File: src/rtl/axi_slave_port.sv
// Crossbar slave-side port: round-robin arbitration of per-master AR/AW/W FIFOs onto one
// single-outstanding AXI master, with R/B responses steered back by the master field of the ID.
module axi_slave_port #(
    parameter int N_MST = 4
) (
    input  logic                  AXI_CLK_i,
    input  logic                  AXI_RST_i,
    input  logic [N_MST-1:0]      ar_req_i,
    input  logic [N_MST*49-1:0]   ar_data_i,
    output logic [N_MST-1:0]      ar_pop_o,
    input  logic [N_MST-1:0]      aw_req_i,
    input  logic [N_MST*49-1:0]   aw_data_i,
    output logic [N_MST-1:0]      aw_pop_o,
    input  logic [N_MST-1:0]      w_valid_i,
    input  logic [N_MST*37-1:0]   w_data_i,
    output logic [N_MST-1:0]      w_pop_o,
    input  logic [N_MST-1:0]      r_full_i,
    input  logic [N_MST-1:0]      b_full_i,
    output logic [N_MST-1:0]      r_push_o,
    output logic [42:0]           r_data_o,
    output logic [N_MST-1:0]      b_push_o,
    output logic [9:0]            b_data_o,
    output logic                  wlast_err_o,
    output logic [7:0]            ARID_o,
    output logic [31:0]           ARADDR_o,
    output logic [3:0]            ARLEN_o,
    output logic [2:0]            ARSIZE_o,
    output logic [1:0]            ARBURST_o,
    output logic                  ARVALID_o,
    input  logic                  ARREADY_i,
    input  logic [7:0]            RID_i,
    input  logic [31:0]           RDATA_i,
    input  logic [1:0]            RRESP_i,
    input  logic                  RLAST_i,
    input  logic                  RVALID_i,
    output logic                  RREADY_o,
    output logic [7:0]            AWID_o,
    output logic [31:0]           AWADDR_o,
    output logic [3:0]            AWLEN_o,
    output logic [2:0]            AWSIZE_o,
    output logic [1:0]            AWBURST_o,
    output logic                  AWVALID_o,
    input  logic                  AWREADY_i,
    output logic [31:0]           WDATA_o,
    output logic [3:0]            WSTRB_o,
    output logic                  WLAST_o,
    output logic                  WVALID_o,
    input  logic                  WREADY_i,
    input  logic [7:0]            BID_i,
    input  logic [1:0]            BRESP_i,
    input  logic                  BVALID_i,
    output logic                  BREADY_o
);

    localparam int PW = (N_MST > 1) ? $clog2(N_MST) : 1;

    typedef enum logic [1:0] {RD_IDLE, RD_ADDR, RD_DATA} rd_state_t;
    typedef enum logic [1:0] {WR_IDLE, WR_ADDR, WR_DATA, WR_RESP} wr_state_t;

    // Round-robin search starting one past the previous winner
    function automatic logic [PW-1:0] rr_pick(input logic [N_MST-1:0] req,
                                              input logic [PW-1:0]    last);
        logic [PW-1:0] pick;
        logic          found;
        int            idx;
        pick  = last;
        found = 1'b0;
        for (int i = 1; i <= N_MST; i++) begin
            idx = (int'(last) + i) % N_MST;
            if (!found && req[idx]) begin
                pick  = PW'(idx);
                found = 1'b1;
            end
        end
        return pick;
    endfunction

    rd_state_t        rd_state_r, rd_state_s;
    wr_state_t        wr_state_r, wr_state_s;
    logic [PW-1:0]    ar_last_r, aw_last_r, ar_grant_s, aw_grant_s, wsel_r;
    logic [N_MST-1:0] ar_pop_s, aw_pop_s, w_pop_s, r_push_s, b_push_s, r_sel_s, b_sel_s;
    logic [48:0]      ar_sel_s, aw_sel_s;
    logic [36:0]      w_sel_s;
    logic             rready_s, bready_s, wvalid_s, wlast_s, w_beat_s;
    logic             arvalid_r, awvalid_r, wlast_err_r;
    logic [7:0]       arid_r, awid_r;
    logic [31:0]      araddr_r, awaddr_r;
    logic [3:0]       arlen_r, awlen_r, wcnt_r;
    logic [2:0]       arsize_r, awsize_r;
    logic [1:0]       arburst_r, awburst_r;

    // Read FSM next state, AR grant and R routing
    always_comb begin
        rd_state_s = rd_state_r;
        ar_grant_s = rr_pick(ar_req_i, ar_last_r);
        ar_sel_s   = ar_data_i[int'(ar_grant_s)*49 +: 49];
        ar_pop_s   = '0;
        r_push_s   = '0;
        rready_s   = 1'b0;
        for (int m = 0; m < N_MST; m++) begin
            r_sel_s[m] = (RID_i[7:4] == 4'(m));
        end
        case (rd_state_r)
            RD_IDLE: begin
                if (|ar_req_i) begin
                    for (int m = 0; m < N_MST; m++) begin
                        ar_pop_s[m] = (ar_grant_s == PW'(m));
                    end
                    rd_state_s = RD_ADDR;
                end else begin
                    rd_state_s = RD_IDLE;
                end
            end
            RD_ADDR: begin
                if (ARREADY_i) begin
                    rd_state_s = RD_DATA;
                end else begin
                    rd_state_s = RD_ADDR;
                end
            end
            RD_DATA: begin
                // An ID naming no master is drained so the slave cannot stall the port
                rready_s = (r_sel_s == '0) ? 1'b1 : ~|(r_sel_s & r_full_i);
                r_push_s = r_sel_s & {N_MST{RVALID_i & rready_s}};
                if (RVALID_i && rready_s && RLAST_i) begin
                    rd_state_s = RD_IDLE;
                end else begin
                    rd_state_s = RD_DATA;
                end
            end
            default: begin
                rd_state_s = RD_IDLE;
            end
        endcase
    end

    // Read FSM state, AR pointer and registered AR channel
    always_ff @(posedge AXI_CLK_i or negedge AXI_RST_i) begin
        if (!AXI_RST_i) begin
            rd_state_r <= RD_IDLE;
            ar_last_r  <= PW'(N_MST - 1);
            arvalid_r  <= 1'b0;
            arid_r     <= 8'd0;
            araddr_r   <= 32'd0;
            arlen_r    <= 4'd0;
            arsize_r   <= 3'd0;
            arburst_r  <= 2'd0;
        end else begin
            rd_state_r <= rd_state_s;
            arvalid_r  <= (rd_state_s == RD_ADDR);
            if (|ar_pop_s) begin
                ar_last_r <= ar_grant_s;
                arid_r    <= {4'(ar_grant_s), ar_sel_s[44:41]};
                araddr_r  <= ar_sel_s[40:9];
                arlen_r   <= ar_sel_s[8:5];
                arsize_r  <= ar_sel_s[4:2];
                arburst_r <= ar_sel_s[1:0];
            end
        end
    end

    // Write FSM next state, AW grant, W forwarding and B routing
    always_comb begin
        wr_state_s = wr_state_r;
        aw_grant_s = rr_pick(aw_req_i, aw_last_r);
        aw_sel_s   = aw_data_i[int'(aw_grant_s)*49 +: 49];
        w_sel_s    = w_data_i[int'(wsel_r)*37 +: 37];
        aw_pop_s   = '0;
        w_pop_s    = '0;
        b_push_s   = '0;
        wvalid_s   = 1'b0;
        wlast_s    = 1'b0;
        w_beat_s   = 1'b0;
        bready_s   = 1'b0;
        for (int m = 0; m < N_MST; m++) begin
            b_sel_s[m] = (BID_i[7:4] == 4'(m));
        end
        case (wr_state_r)
            WR_IDLE: begin
                if (|aw_req_i) begin
                    for (int m = 0; m < N_MST; m++) begin
                        aw_pop_s[m] = (aw_grant_s == PW'(m));
                    end
                    wr_state_s = WR_ADDR;
                end else begin
                    wr_state_s = WR_IDLE;
                end
            end
            WR_ADDR: begin
                if (AWREADY_i) begin
                    wr_state_s = WR_DATA;
                end else begin
                    wr_state_s = WR_ADDR;
                end
            end
            WR_DATA: begin
                wvalid_s = w_valid_i[wsel_r];
                wlast_s  = (wcnt_r == awlen_r);
                w_beat_s = wvalid_s & WREADY_i;
                for (int m = 0; m < N_MST; m++) begin
                    w_pop_s[m] = (wsel_r == PW'(m)) & w_beat_s;
                end
                if (w_beat_s && wlast_s) begin
                    wr_state_s = WR_RESP;
                end else begin
                    wr_state_s = WR_DATA;
                end
            end
            WR_RESP: begin
                bready_s = (b_sel_s == '0) ? 1'b1 : ~|(b_sel_s & b_full_i);
                b_push_s = b_sel_s & {N_MST{BVALID_i & bready_s}};
                if (BVALID_i && bready_s) begin
                    wr_state_s = WR_IDLE;
                end else begin
                    wr_state_s = WR_RESP;
                end
            end
            default: begin
                wr_state_s = WR_IDLE;
            end
        endcase
    end

    // Write FSM state, AW pointer, AW channel, beat counter and sticky last-mismatch flag
    always_ff @(posedge AXI_CLK_i or negedge AXI_RST_i) begin
        if (!AXI_RST_i) begin
            wr_state_r  <= WR_IDLE;
            aw_last_r   <= PW'(N_MST - 1);
            awvalid_r   <= 1'b0;
            awid_r      <= 8'd0;
            awaddr_r    <= 32'd0;
            awlen_r     <= 4'd0;
            awsize_r    <= 3'd0;
            awburst_r   <= 2'd0;
            wsel_r      <= '0;
            wcnt_r      <= 4'd0;
            wlast_err_r <= 1'b0;
        end else begin
            wr_state_r <= wr_state_s;
            awvalid_r  <= (wr_state_s == WR_ADDR);
            if (|aw_pop_s) begin
                aw_last_r <= aw_grant_s;
                wsel_r    <= aw_grant_s;
                awid_r    <= {4'(aw_grant_s), aw_sel_s[44:41]};
                awaddr_r  <= aw_sel_s[40:9];
                awlen_r   <= aw_sel_s[8:5];
                awsize_r  <= aw_sel_s[4:2];
                awburst_r <= aw_sel_s[1:0];
                wcnt_r    <= 4'd0;
            end else if (w_beat_s) begin
                wcnt_r <= wcnt_r + 4'd1;
            end
            if (w_beat_s && (w_sel_s[0] != wlast_s)) begin
                wlast_err_r <= 1'b1;
            end
        end
    end

    assign ar_pop_o    = ar_pop_s;
    assign aw_pop_o    = aw_pop_s;
    assign w_pop_o     = w_pop_s;
    assign r_push_o    = r_push_s;
    assign b_push_o    = b_push_s;
    assign r_data_o    = {RID_i, RDATA_i, RRESP_i, RLAST_i};
    assign b_data_o    = {BID_i, BRESP_i};
    assign wlast_err_o = wlast_err_r;
    assign ARID_o      = arid_r;
    assign ARADDR_o    = araddr_r;
    assign ARLEN_o     = arlen_r;
    assign ARSIZE_o    = arsize_r;
    assign ARBURST_o   = arburst_r;
    assign ARVALID_o   = arvalid_r;
    assign RREADY_o    = rready_s;
    assign AWID_o      = awid_r;
    assign AWADDR_o    = awaddr_r;
    assign AWLEN_o     = awlen_r;
    assign AWSIZE_o    = awsize_r;
    assign AWBURST_o   = awburst_r;
    assign AWVALID_o   = awvalid_r;
    assign WVALID_o    = wvalid_s;
    assign WLAST_o     = wlast_s;
    assign WDATA_o     = (wr_state_r == WR_DATA) ? w_sel_s[36:5] : 32'd0;
    assign WSTRB_o     = (wr_state_r == WR_DATA) ? w_sel_s[4:1] : 4'd0;
    assign BREADY_o    = bready_s;

endmodule
File: config.mk
export PLATFORM = sky130hd
export DESIGN_NAME = axi_slave_port
export DESIGN_NICKNAME = d
export VERILOG_FILES = /design/src/rtl/axi_slave_port.sv
export SDC_FILE = /design/constraint.sdc
export NUM_CORES = 1
export LEC_CHECK = 0
export CAP_MARGIN = 30
export CORE_AREA = 2 2 326 328
export CTS_CLUSTER_DIAMETER = 40
export DETAILED_ROUTE_END_ITERATION = 12
export DIE_AREA = 0 0 328 330
export GPL_TIMING_DRIVEN = 0
export PLACE_DENSITY = 0.3
export SLEW_MARGIN = 30
export SYNTH_ARGS = -nofsm -noshare
export SYNTH_HDL_FRONTEND = slang
export SYNTH_SLANG_ARGS = --single-unit
export TNS_END_PERCENT = 1
File: constraint.sdc
create_clock -name AXI_CLK_i -period 3.4 [get_ports AXI_CLK_i]
set_clock_uncertainty 0.05 [all_clocks]
set_input_delay 0.51 -clock AXI_CLK_i [delete_from_list [all_inputs] [get_ports AXI_CLK_i]]
set_output_delay 0.51 -clock AXI_CLK_i [all_outputs]
set_load 0.05 [all_outputs]
==> flow_summary.yaml, run 1 <==
timing:
  fmax_ghz: 0.296
  finalSetupViolations: 0
  slew_viol_final: 0
  fin_crit_sh_pct: 99.2
  worstMarginPinSlew_ns: 0.888
  fin_ws_ns: 0.0257
  hold_viol_final: 0
  layout_min_cycle_time_ns: 3.37
  rsz0062_at_grt: "yes"
  relSlewSlack_pct: 40.6
yosys:
  synth_edf_count: 0
  synth_ff_type: "dfrtp_1"
  ys_ff_latch: 109
  postSynthAreaPerCell_sq_um: 9.96
  ys_types: 54
  syn-cell-area_sq_um: 9070
  yosysWarnings: 0
  async_flop_share_pct: 100
  ys_seq_area_share_pct: 30.1
  syn-instance-count: 911
layout:
  fin_cells: 3095
  nNetsFinal: 2304
  area_delta_synth_final_pct: 107
  drive_gt1_share_pct: 13.1
critical_path:
  r2r_setup_slack_ns: 0.65
  critPathArrivalTime_ns: 2.81
  cp.required_ns: 2.84
  r2r-start: "aw_last_r[0]$_DFFE_PN1P_"
  crit_slowest_cell: "clkdlybuf4s50_1"
  critPathLaunch: "aw_req_i[2]"
  max_stage_delay_ns: 0.51
  start_kind: "primary input"
  cpLargestDelayFamily: "buffers and inverters"
  path_max_fanout: 10
  crit_type: "in -> out"
  r2r_end: "AWADDR_o[10]$_DFFE_PN0P_"
  crit_chain: "clkdlybuf4s50_1 > and2b_1 > o21ai_4 > and3_4 > buf_12 > buf_6 > and3_1 > clkdlybuf4s15_2"
  critPathBufInv: 4
  rr_worst_depth: 6
  cp-end-kind: "primary output"
detailed_routing:
  wl_per_cell_microns: 24.3
  drc_errors: 0
  antenna_left: 0
  vias_per_cell: 3.48
  finalWirelength_mm: 75.2
  vias: 10783
  firstDrtPassIters: 4
  drt_iter0_drc: 358
outcome:
  status: "finished, final reports clean"
clocking:
  clkSinkCount: 109
  h-tree-depth: 3
  cts.root.buffer_cell: "clkbuf_16"
  cts.reportedPaths.clkPinSlew_ns: 0.09
  clock_latency_ns: 0.41
  cts_buffers: 9
  cts_tree: "yes"
  clock_path_buffers: 2
floorplan:
  start_util_pct: 8.67
  ios: 834
  core_sq_um: 105000
  dieArea_sq_um: 108000
  core.rowCount: 119
  fp.dieW_microns: 328
  die_h_microns: 330
placement:
  place_inst: 3059
  pre_cts_ws_ns: -1.04
  numPortBuffers: 753
  dpl.hpwl_mm: 65.6
  gp_congestion: 0.893
grt:
  antenna_found_initial: 22
  grtUsageTotal_pct: 13.3
  grt_pass1_vias: 11849
  grt_start_max_net_pins: 58
  grt_pass1_wl_mm: 98.6
  grt-ovfl-total: 0
hold_path:
  holdCritStartpoint: "wlast_err_o$_DFFE_PN0P_"
  hold_depth: 1
  hold_path.class: "reg -> reg"
  hold_end: "wlast_err_o$_DFFE_PN0P_"
power:
  p_per_area_nw_per_um2: 821
  max-vdd-ir-drop_mv: 0.356
  p_leak_nw: 7.11
job:
  max-cap-violations: 0
## cell families after synthesis
| family | after synthesis | share of synthesized area (%) |
|---|---|---|
| AOI/OAI and AO/OA | 210 | 19.4 |
| xor gates and xnor gates | 7 | 0.676 |
| adders and majority gates | 1 | 0.138 |
| buffers and inverters | 151 | 10.6 |
| DFF | 109 | 30.1 |
| muxes | 131 | 20.0 |
| other | 1 | 0.0413 |
| and+or+nand+nor | 301 | 19.1 |
## flip-flops by register name, indices dropped and copies added (netlist names), 3 cells and up
| register | flops |
|---|---|
| AWADDR_o | 32 |
| ARID_o | 6 |
| ARADDR_o | 32 |
| AWLEN_o | 4 |
| wcnt_r | 4 |
| ARSIZE_o | 3 |
| ARLEN_o | 4 |
| AWSIZE_o | 3 |
| AWID_o | 4 |
## Yosys cell counts (all sizes together), types with 4 or more instances
cell type / instances / area share [%]
nor2b: 4 / 0.28
a211oi: 135 / 13
mux4: 40 / 9.9
clkbuf: 49 / 2.0
inv: 5 / 0.21
nor4: 4 / 0.51
xor2: 5 / 0.48
nand2: 16 / 0.66
and3: 6 / 0.47
a221oi: 45 / 4.3
o21ai: 9 / 0.74
dfrtp: 105 / 29
buf: 97 / 8.3
dfstp: 4 / 1.2
mux2i: 91 / 10
nor3: 7 / 0.44
nand3: 5 / 0.39
nor3b: 4 / 0.33
and4: 44 / 4.2
nor2: 110 / 4.6
nand2b: 5 / 0.34
and2: 84 / 5.8
a21oi: 10 / 0.55
## area by class of cell
cell class / count / area (sq um)
multi-input combinational: 654 / 5420
inverter: 5 / 18.8
clock buffer: 11 / 243
timing repair buffer: 760 / 7600
antenna: 16 / 40.0
fill: 11693 / 85900
tap: 1391 / 1740
sequential: 109 / 2730
clock inverter: 5 / 57.6
buffer: 144 / 943
## worst max-delay path by stage
stage	to	slack, ns	depth (start not counted)
final	aw_pop_o[0]	0.03	8
after floorplan	w_pop_o[0]	-0.02	5
after global routing	ar_pop_o[2]	-0.15	8
after CTS	WDATA_o[18]	-0.16	5
after detailed placement	ar_pop_o[2]	-1.04	8
after global placement	AWSIZE_o[1]$_DFFE_PN0P_	-4.07	1
## routing by layer
metal  up-vias  part of all wire [%]  global-route usage (%)
met5         -                 0.081                       0
met4        10                   2.9                    4.66
met3        57                    10                    5.49
met2       547                    54                    25.9
met1      5190                    32                    12.4
li1       4979                     -                       -
## where the power goes
part	leakage, nW	switching (mW)	total [mW]	internal [mW]
clock	0.150	0.632	1.23	0.596
sequential	1.22	0.514	2.50	1.98
combinational	5.74	7.59	11.7	4.13
total	7.11	8.73	15.4	6.71
## worst reg2reg max path, cell delays in order (launching register included)
cell,delay [ns]
dfstp_2,0.56
nor2b_1,0.08
o21ai_4,0.44
nand3_4,0.36
clkbuf_1,0.40
a211oi_1,0.64
a211oi_2,0.09
## cells in the final DEF, fill, tap and decap left out, types with 7 or more instances in the layout
| cell | n |
|---|---|
| clkdlybuf4s50_1 | 702 |
| nor2_1 | 109 |
| dfrtp_1 | 104 |
| a211oi_1 | 104 |
| mux2i_1 | 91 |
| and2_1 | 84 |
| buf_4 | 72 |
| a221oi_1 | 45 |
| and4_1 | 44 |
| clkbuf_1 | 42 |
| mux4_2 | 40 |
| a211oi_2 | 30 |
| dlygate4sd2_1 | 30 |
| buf_2 | 21 |
| diode_2 | 16 |
| nand2_1 | 16 |
| a21oi_1 | 10 |
| clkbuf_16 | 9 |
| dlymetal6s2s_1 | 9 |
| clkbuf_2 | 7 |
## through the flow
stage          instance area [sq um]  hold slack [ns]  util (%)  power, mW  setup TNS, ns
2_1_floorplan                   9090            0.164         -       9.56        -0.0172
3_3_place_gp                   18400            0.394      17.5       14.6        -441.02
3_5_place_dp                   18400            0.403      17.6       14.6         -11.26
4_1_cts                        18700            0.424      17.9       15.9         -0.903
5_1_grt                        18800            0.437      17.9       16.4         -0.415
6_report                       18800            0.421      18.0       15.4              0
## repair_timing
| action | 4_1_cts | 5_1_grt |
|---|---|---|
| hold buffers | 1 | 0 |
| setup endpoints to repair | 50 | 20 |
| endpoints found under the hold margin | 38 | 0 |
| pin swaps | 3 | 1 |
| buffers inserted | 5 | 0 |
| gates cloned | 0 | 0 |
| gates resized for setup | 69 | 18 |
No activity file was read; power rests on OpenSTA's default activity.
==> run 2: changes to the inputs <==
--- a/config.mk
+++ b/config.mk
@@ -6,12 +6,13 @@
 export NUM_CORES = 1
 export LEC_CHECK = 0
 export CAP_MARGIN = 30
-export CORE_AREA = 2 2 326 328
+export CORE_AREA = 2 2 321 323
+export CTS_BUF_LIST = sky130_fd_sc_hd__clkbuf_8
 export CTS_CLUSTER_DIAMETER = 40
 export DETAILED_ROUTE_END_ITERATION = 12
-export DIE_AREA = 0 0 328 330
+export DIE_AREA = 0 0 323 325
 export GPL_TIMING_DRIVEN = 0
-export PLACE_DENSITY = 0.3
+export PLACE_DENSITY = 0.31
 export SLEW_MARGIN = 30
 export SYNTH_ARGS = -nofsm -noshare
 export SYNTH_HDL_FRONTEND = slang
==> run 2 against run 1 <==
  * Sequential cell count stayed put
  * Via count is 0.79% higher
  * Cell area down 1.0%
  * Sequential power decreased by 2%
  * Die area fell by 3.0%
  * Clock power is 28% lower
  * Sequential share of layout area increased by 0.15 points
  * Routed wire length increased by 2.9%
  * Combinational power is essentially flat
  * Utilization increased by 0.41 points
  * First-iteration DRC count rose by 16%
  * Global-route usage is 0.93 points higher
==> flow_summary.yaml, run 2 (synthesis results as in run 1) <==
floorplan:
  core_sq_um: 101000
  die_h_microns: 325
  fp.dieW_microns: 323
  start_util_pct: 8.95
  core.rowCount: 117
  dieArea_sq_um: 105000
  ios: 834
critical_path:
  cp-endpoint: "ar_pop_o[2]"
  r2r_end: "AWADDR_o[8]$_DFFE_PN0P_"
  r2r-start: "aw_last_r[0]$_DFFE_PN1P_"
  crit_slowest_cell: "clkdlybuf4s50_1"
  critPathBufInv: 4
  crit_chain: "clkdlybuf4s50_1 > nor4_2 > nor3_4 > o211ai_1 > buf_4 > buf_4 > nor2_1 > dlygate4sd2_1"
  max_stage_delay_ns: 0.51
  critPathLaunch: "ar_req_i[1]"
  path_max_fanout: 10
  cp_common_cell: "buf_4"
  r2r_setup_slack_ns: 0.72
  cp.depth: 8
  crit_type: "in -> out"
  start_kind: "primary input"
  critPathArrivalTime_ns: 2.78
  cp-end-kind: "primary output"
  cp.required_ns: 2.84
  cpLargestDelayFamily: "buffers and inverters"
  rr_worst_depth: 6
placement:
  place_inst: 3036
  place_area_sq_um: 18400
  numPortBuffers: 753
  gp_congestion: 0.846
  pre_cts_ws_ns: -1.34
  dpl.hpwl_mm: 67.9
detailed_routing:
  vias: 10868
  drc_errors: 0
  drt_iter0_drc: 416
  vias_per_cell: 3.54
  antenna_left: 0
  wl_per_cell_microns: 25.2
  firstDrtPassIters: 6
  finalWirelength_mm: 77.4
grt:
  grt_pass1_wl_mm: 102
  grt-ovfl-total: 0
  antenna_found_initial: 29
  grt_start_max_net_pins: 57
  grt_pass1_vias: 11920
  grtUsageTotal_pct: 14.3
layout:
  regArea_sq_um: 2730
  layout_commonest_cell: "clkdlybuf4s50_1"
  num-fill-cells: 11367
  finish.instance_area_sq_um: 18600
  fin_cells: 3074
  multi_input_area_sq_um: 5420
  final_cell_mix: "clkdlybuf4s50_1 (702), nor2_1 (109), dfrtp_1 (104), a211oi_1 (104), mux2i_1 (91)"
  area_delta_synth_final_pct: 105
  nNetsFinal: 2307
  drive_gt1_share_pct: 13.5
power:
  p_int_mw: 6.38
  p_per_area_nw_per_um2: 815
  p_sw_share_pct: 58.0
  sequentialPowerShare_pct: 16.2
  clockPowerShare_pct: 5.8
  max-vdd-ir-drop_mv: 0.322
  p_leak_nw: 6.97
  p_sw_mw: 8.79
  combinationalPowerShare_pct: 77.9
clocking:
  cts.reportedPaths.clkPinSlew_ns: 0.13
  cts_buffers: 9
  h-tree-depth: 3
  clock_latency_ns: 0.49
  clock_path_buffers: 2
  cts_tree: "yes"
  clkSinkCount: 109
  cts.root.buffer_cell: "clkbuf_8"
timing:
  rsz0062_at_grt: "yes"
  relSlewSlack_pct: 37.3
  fin_crit_sh_pct: 98.2
  fin_ws_ns: 0.0621
  layout_min_cycle_time_ns: 3.34
  hold_viol_final: 0
  finalSetupViolations: 0
  worstMarginPinSlew_ns: 0.938
  whs_ns: 0.421
  fmax_ghz: 0.300
  slew_viol_final: 0
outcome:
  status: "finished, final reports clean"
job:
  max-cap-violations: 0
hold_path:
  hold_path.class: "reg -> reg"
## run 2: power by group through the flow
stage | Sequential, mW | Clock, mW | Combinational, mW
after floorplan | 4.34 | 0 | 5.22
after global placement | 2.44 | 0 | 12.2
after detailed placement | 2.46 | 0 | 12.2
after CTS | 2.48 | 0.974 | 12.1
after global routing | 2.56 | 0.996 | 12.5
final | 2.46 | 0.882 | 11.8
## run 2: routing by layer
| layer | routed length [microns] | track usage (%) | part of all wire, % | vias to the layer above |
|---|---|---|---|---|
| li1 | - | - | - | 4974 |
| met2 | 42100 | 27.7 | 54 | 564 |
| met4 | 2700 | 5.99 | 3.5 | 8 |
| met1 | 25500 | 13.2 | 33 | 5245 |
| met3 | 7090 | 4.93 | 9.2 | 77 |
| met5 | 54 | 0 | 0.070 | - |
## run 2: area by class of cell
type / count / share of cell area [%]
timing repair buffer: 763 / 40.6
multi-input combinational: 654 / 29.1
sequential: 109 / 14.7
tap: 1368 / 9.20
buffer: 144 / 5.14
clock buffer: 10 / 0.740
antenna: 15 / 0.202
clock inverter: 6 / 0.175
inverter: 5 / 0.101
## run 2: worst min path at each step
stage                       startpoint                  endpoint  slack, ns  cells after the start
3_3_place_gp   wlast_err_o$_DFFE_PN0P_   wlast_err_o$_DFFE_PN0P_       0.39                      1
5_1_grt        wlast_err_o$_DFFE_PN0P_   wlast_err_o$_DFFE_PN0P_       0.44                      1
3_5_place_dp   wlast_err_o$_DFFE_PN0P_   wlast_err_o$_DFFE_PN0P_       0.40                      1
2_1_floorplan                AXI_RST_i   ARADDR_o[0]$_DFFE_PN0P_       0.16                      0
6_report       wlast_err_o$_DFFE_PN0P_   wlast_err_o$_DFFE_PN0P_       0.42                      1
4_1_cts                      AXI_RST_i  ARADDR_o[27]$_DFFE_PN0P_       0.40                      2
## run 2: repair_timing
item                                   CTS  global route
setup endpoints to repair               50            17
pin swaps                                5             1
buffers inserted                         8             0
hold buffers                             1             0
endpoints found under the hold margin   51             0
gates resized for setup                 80            21
## run 2: stage by stage
stage / utilization [%] / power, mW / TNS, ns
floorplan: - / 9.56 / -0.0172
global placement: 18.1 / 14.7 / -438.48
detailed placement: 18.1 / 14.7 / -19.27
CTS: 18.4 / 15.6 / -0.128
global route: 18.3 / 16.1 / -0.186
finish: 18.4 / 15.2 / 0
==> run 3: changes to the inputs <==
--- a/config.mk
+++ b/config.mk
@@ -6,13 +6,15 @@
 export NUM_CORES = 1
 export LEC_CHECK = 0
 export CAP_MARGIN = 30
-export CORE_AREA = 2 2 321 323
+export CELL_PAD_IN_SITES_DETAIL_PLACEMENT = 0
+export CELL_PAD_IN_SITES_GLOBAL_PLACEMENT = 2
+export CORE_AREA = 2 2 323 325
 export CTS_BUF_LIST = sky130_fd_sc_hd__clkbuf_8
-export CTS_CLUSTER_DIAMETER = 40
+export CTS_CLUSTER_DIAMETER = 200
 export DETAILED_ROUTE_END_ITERATION = 12
-export DIE_AREA = 0 0 323 325
+export DIE_AREA = 0 0 325 327
 export GPL_TIMING_DRIVEN = 0
-export PLACE_DENSITY = 0.31
+export PLACE_DENSITY = 0.49
 export SLEW_MARGIN = 30
 export SYNTH_ARGS = -nofsm -noshare
 export SYNTH_HDL_FRONTEND = slang
==> run 3 against run 2 <==
  * First-iteration DRC count down 2.9%
  * Final cell count up 0.16%
  * Routed wire length down 7.1%
  * Power down 0.40%
  * Largest power group unchanged
==> flow_summary.yaml, run 3 (synthesis results as in run 1) <==
detailed_routing:
  wl_per_cell_microns: 23.4
  drc_errors: 0
  vias_per_cell: 3.49
  firstDrtPassIters: 4
  drt_iter0_drc: 404
  antenna_left: 0
  vias: 10749
  finalWirelength_mm: 71.9
timing:
  relSlewSlack_pct: 34.4
  finalSetupViolations: 0
  whs_ns: 0.439
  slew_viol_final: 0
  layout_min_cycle_time_ns: 3.36
  fmax_ghz: 0.297
  fin_crit_sh_pct: 98.9
  hold_viol_final: 0
  rsz0062_at_grt: "yes"
  worstMarginPinSlew_ns: 0.984
layout:
  final_cell_mix: "clkdlybuf4s50_1 (702), nor2_1 (109), dfrtp_1 (104), a211oi_1 (104), mux2i_1 (91)"
  nNetsFinal: 2307
  regArea_sq_um: 2730
  num-fill-cells: 11523
  layout_commonest_cell: "clkdlybuf4s50_1"
  multi_input_area_sq_um: 5430
  drive_gt1_share_pct: 13.6
  finish.instance_area_sq_um: 18600
  area_delta_synth_final_pct: 105
  utilization_pct: 18.1
clocking:
  cts.reportedPaths.clkPinSlew_ns: 0.15
  cts_buffers: 9
  clock_latency_ns: 0.49
  clock_path_buffers: 2
  clkSinkCount: 109
  cts.root.buffer_cell: "clkbuf_8"
  cts_tree: "yes"
  h-tree-depth: 3
power:
  p_per_area_nw_per_um2: 811
  p_leak_nw: 6.95
  max-vdd-ir-drop_mv: 0.313
critical_path:
  r2r-start: "ar_last_r[1]$_DFFE_PN1P_"
  r2r_setup_slack_ns: 0.69
  cp.required_ns: 2.84
  critPathArrivalTime_ns: 2.80
  path_max_fanout: 10
  crit_type: "in -> out"
  start_kind: "primary input"
  r2r_end: "ARADDR_o[2]$_DFFE_PN0P_"
  rr_worst_depth: 8
  cp-end-kind: "primary output"
outcome:
  status: "finished, final reports clean"
floorplan:
  fp.dieW_microns: 325
  start_util_pct: 8.81
  dieArea_sq_um: 106000
  core.rowCount: 118
  ios: 834
  core_sq_um: 103000
  die_h_microns: 327
grt:
  grt_pass1_wl_mm: 96.8
  antenna_found_initial: 18
  grt-ovfl-total: 0
  grtUsageTotal_pct: 13.2
  grt_pass1_vias: 11815
  grt_start_max_net_pins: 58
placement:
  numPortBuffers: 753
  gp_congestion: 0.859
  place_area_sq_um: 18400
  dpl.hpwl_mm: 62.6
hold_path:
  hold_depth: 1
  holdCritStartpoint: "wlast_err_o$_DFFE_PN0P_"
  hold_end: "wlast_err_o$_DFFE_PN0P_"
  hold_path.class: "reg -> reg"
job:
  max-cap-violations: 0
## run 3: cell types whose count changed in the layout (fill, tap and decap cells not counted), sizes merged
cell           before  now
buf               113  109
clkinvlp            1    2
clkinv              2    1
dlymetal6s2s        1    0
diode              15    8
clkdlybuf4s15       6    7
dlygate4sd2        34   38
## run 3: final cells by class
cell class	count	area share (%)
multi-input combinational	654	29.1
tap	1380	9.27
clock buffer	10	0.739
inverter	5	0.101
timing repair buffer	762	40.6
sequential	109	14.7
antenna	8	0.107
clock inverter	6	0.242
buffer	145	5.11
## run 3: worst max path at each step
stage | from | to | slack [ns] | cells after the start
2_1_floorplan | wsel_r[0]$_DFFE_PN0P_ | w_pop_o[0] | -0.02 | 5
5_1_grt | ar_req_i[3] | ar_pop_o[2] | -0.10 | 8
3_3_place_gp | AXI_RST_i | wsel_r[0]$_DFFE_PN0P_ | -3.87 | 1
3_5_place_dp | ar_req_i[3] | ar_pop_o[2] | -1.15 | 8
6_report | ar_req_i[3] | ar_pop_o[2] | 0.04 | 8
4_1_cts | wsel_r[0]$_DFFE_PN0P_ | w_pop_o[3] | -0.12 | 6
## run 3: per-layer routing
layer / global-route usage, % / wire [microns]
met1: 13.1 / 25100
met2: 24.2 / 37200
met3: 5.52 / 7010
met4: 5.06 / 2490
met5: 0 / 86
## run 3: where the power goes
group	switching, mW	internal [mW]	leakage (nW)
Combinational	7.58	4.10	5.64
Sequential	0.511	1.98	1.22
Clock	0.646	0.291	0.0908
## run 3: metrics by stage
step / setup TNS [ns] / total power [mW] / worst slack [ns] / cells
after floorplan: -0.0172 / 9.56 / -0.0172 / 914
after global placement: -423.00 / 14.6 / -3.87 / 3047
after detailed placement: -15.06 / 14.6 / -1.15 / 3048
after CTS: -0.516 / 15.5 / -0.120 / 3071
after global routing: -0.193 / 16.1 / -0.104 / 3074
final: 0 / 15.1 / 0.0367 / 3079
## run 3: timing repair
| item | 4_1_cts | 5_1_grt |
|---|---|---|
| gates resized for setup | 79 | 10 |
| setup buffers | 7 | 0 |
| pin swaps | 4 | 0 |
| endpoints found under the hold margin | 52 | 0 |
| hold buffers | 1 | 0 |
| endpoints found under the setup margin | 50 | 13 |
## run 3: worst max-delay path: stages
cell and delay [ns]:
clkdlybuf4s50_1 0.61, nor4_4 0.09, nor3_4 0.35, o211ai_1 0.23, buf_4 0.26, buf_2 0.22, nor2_1 0.13, clkdlybuf4s15_2 0.39
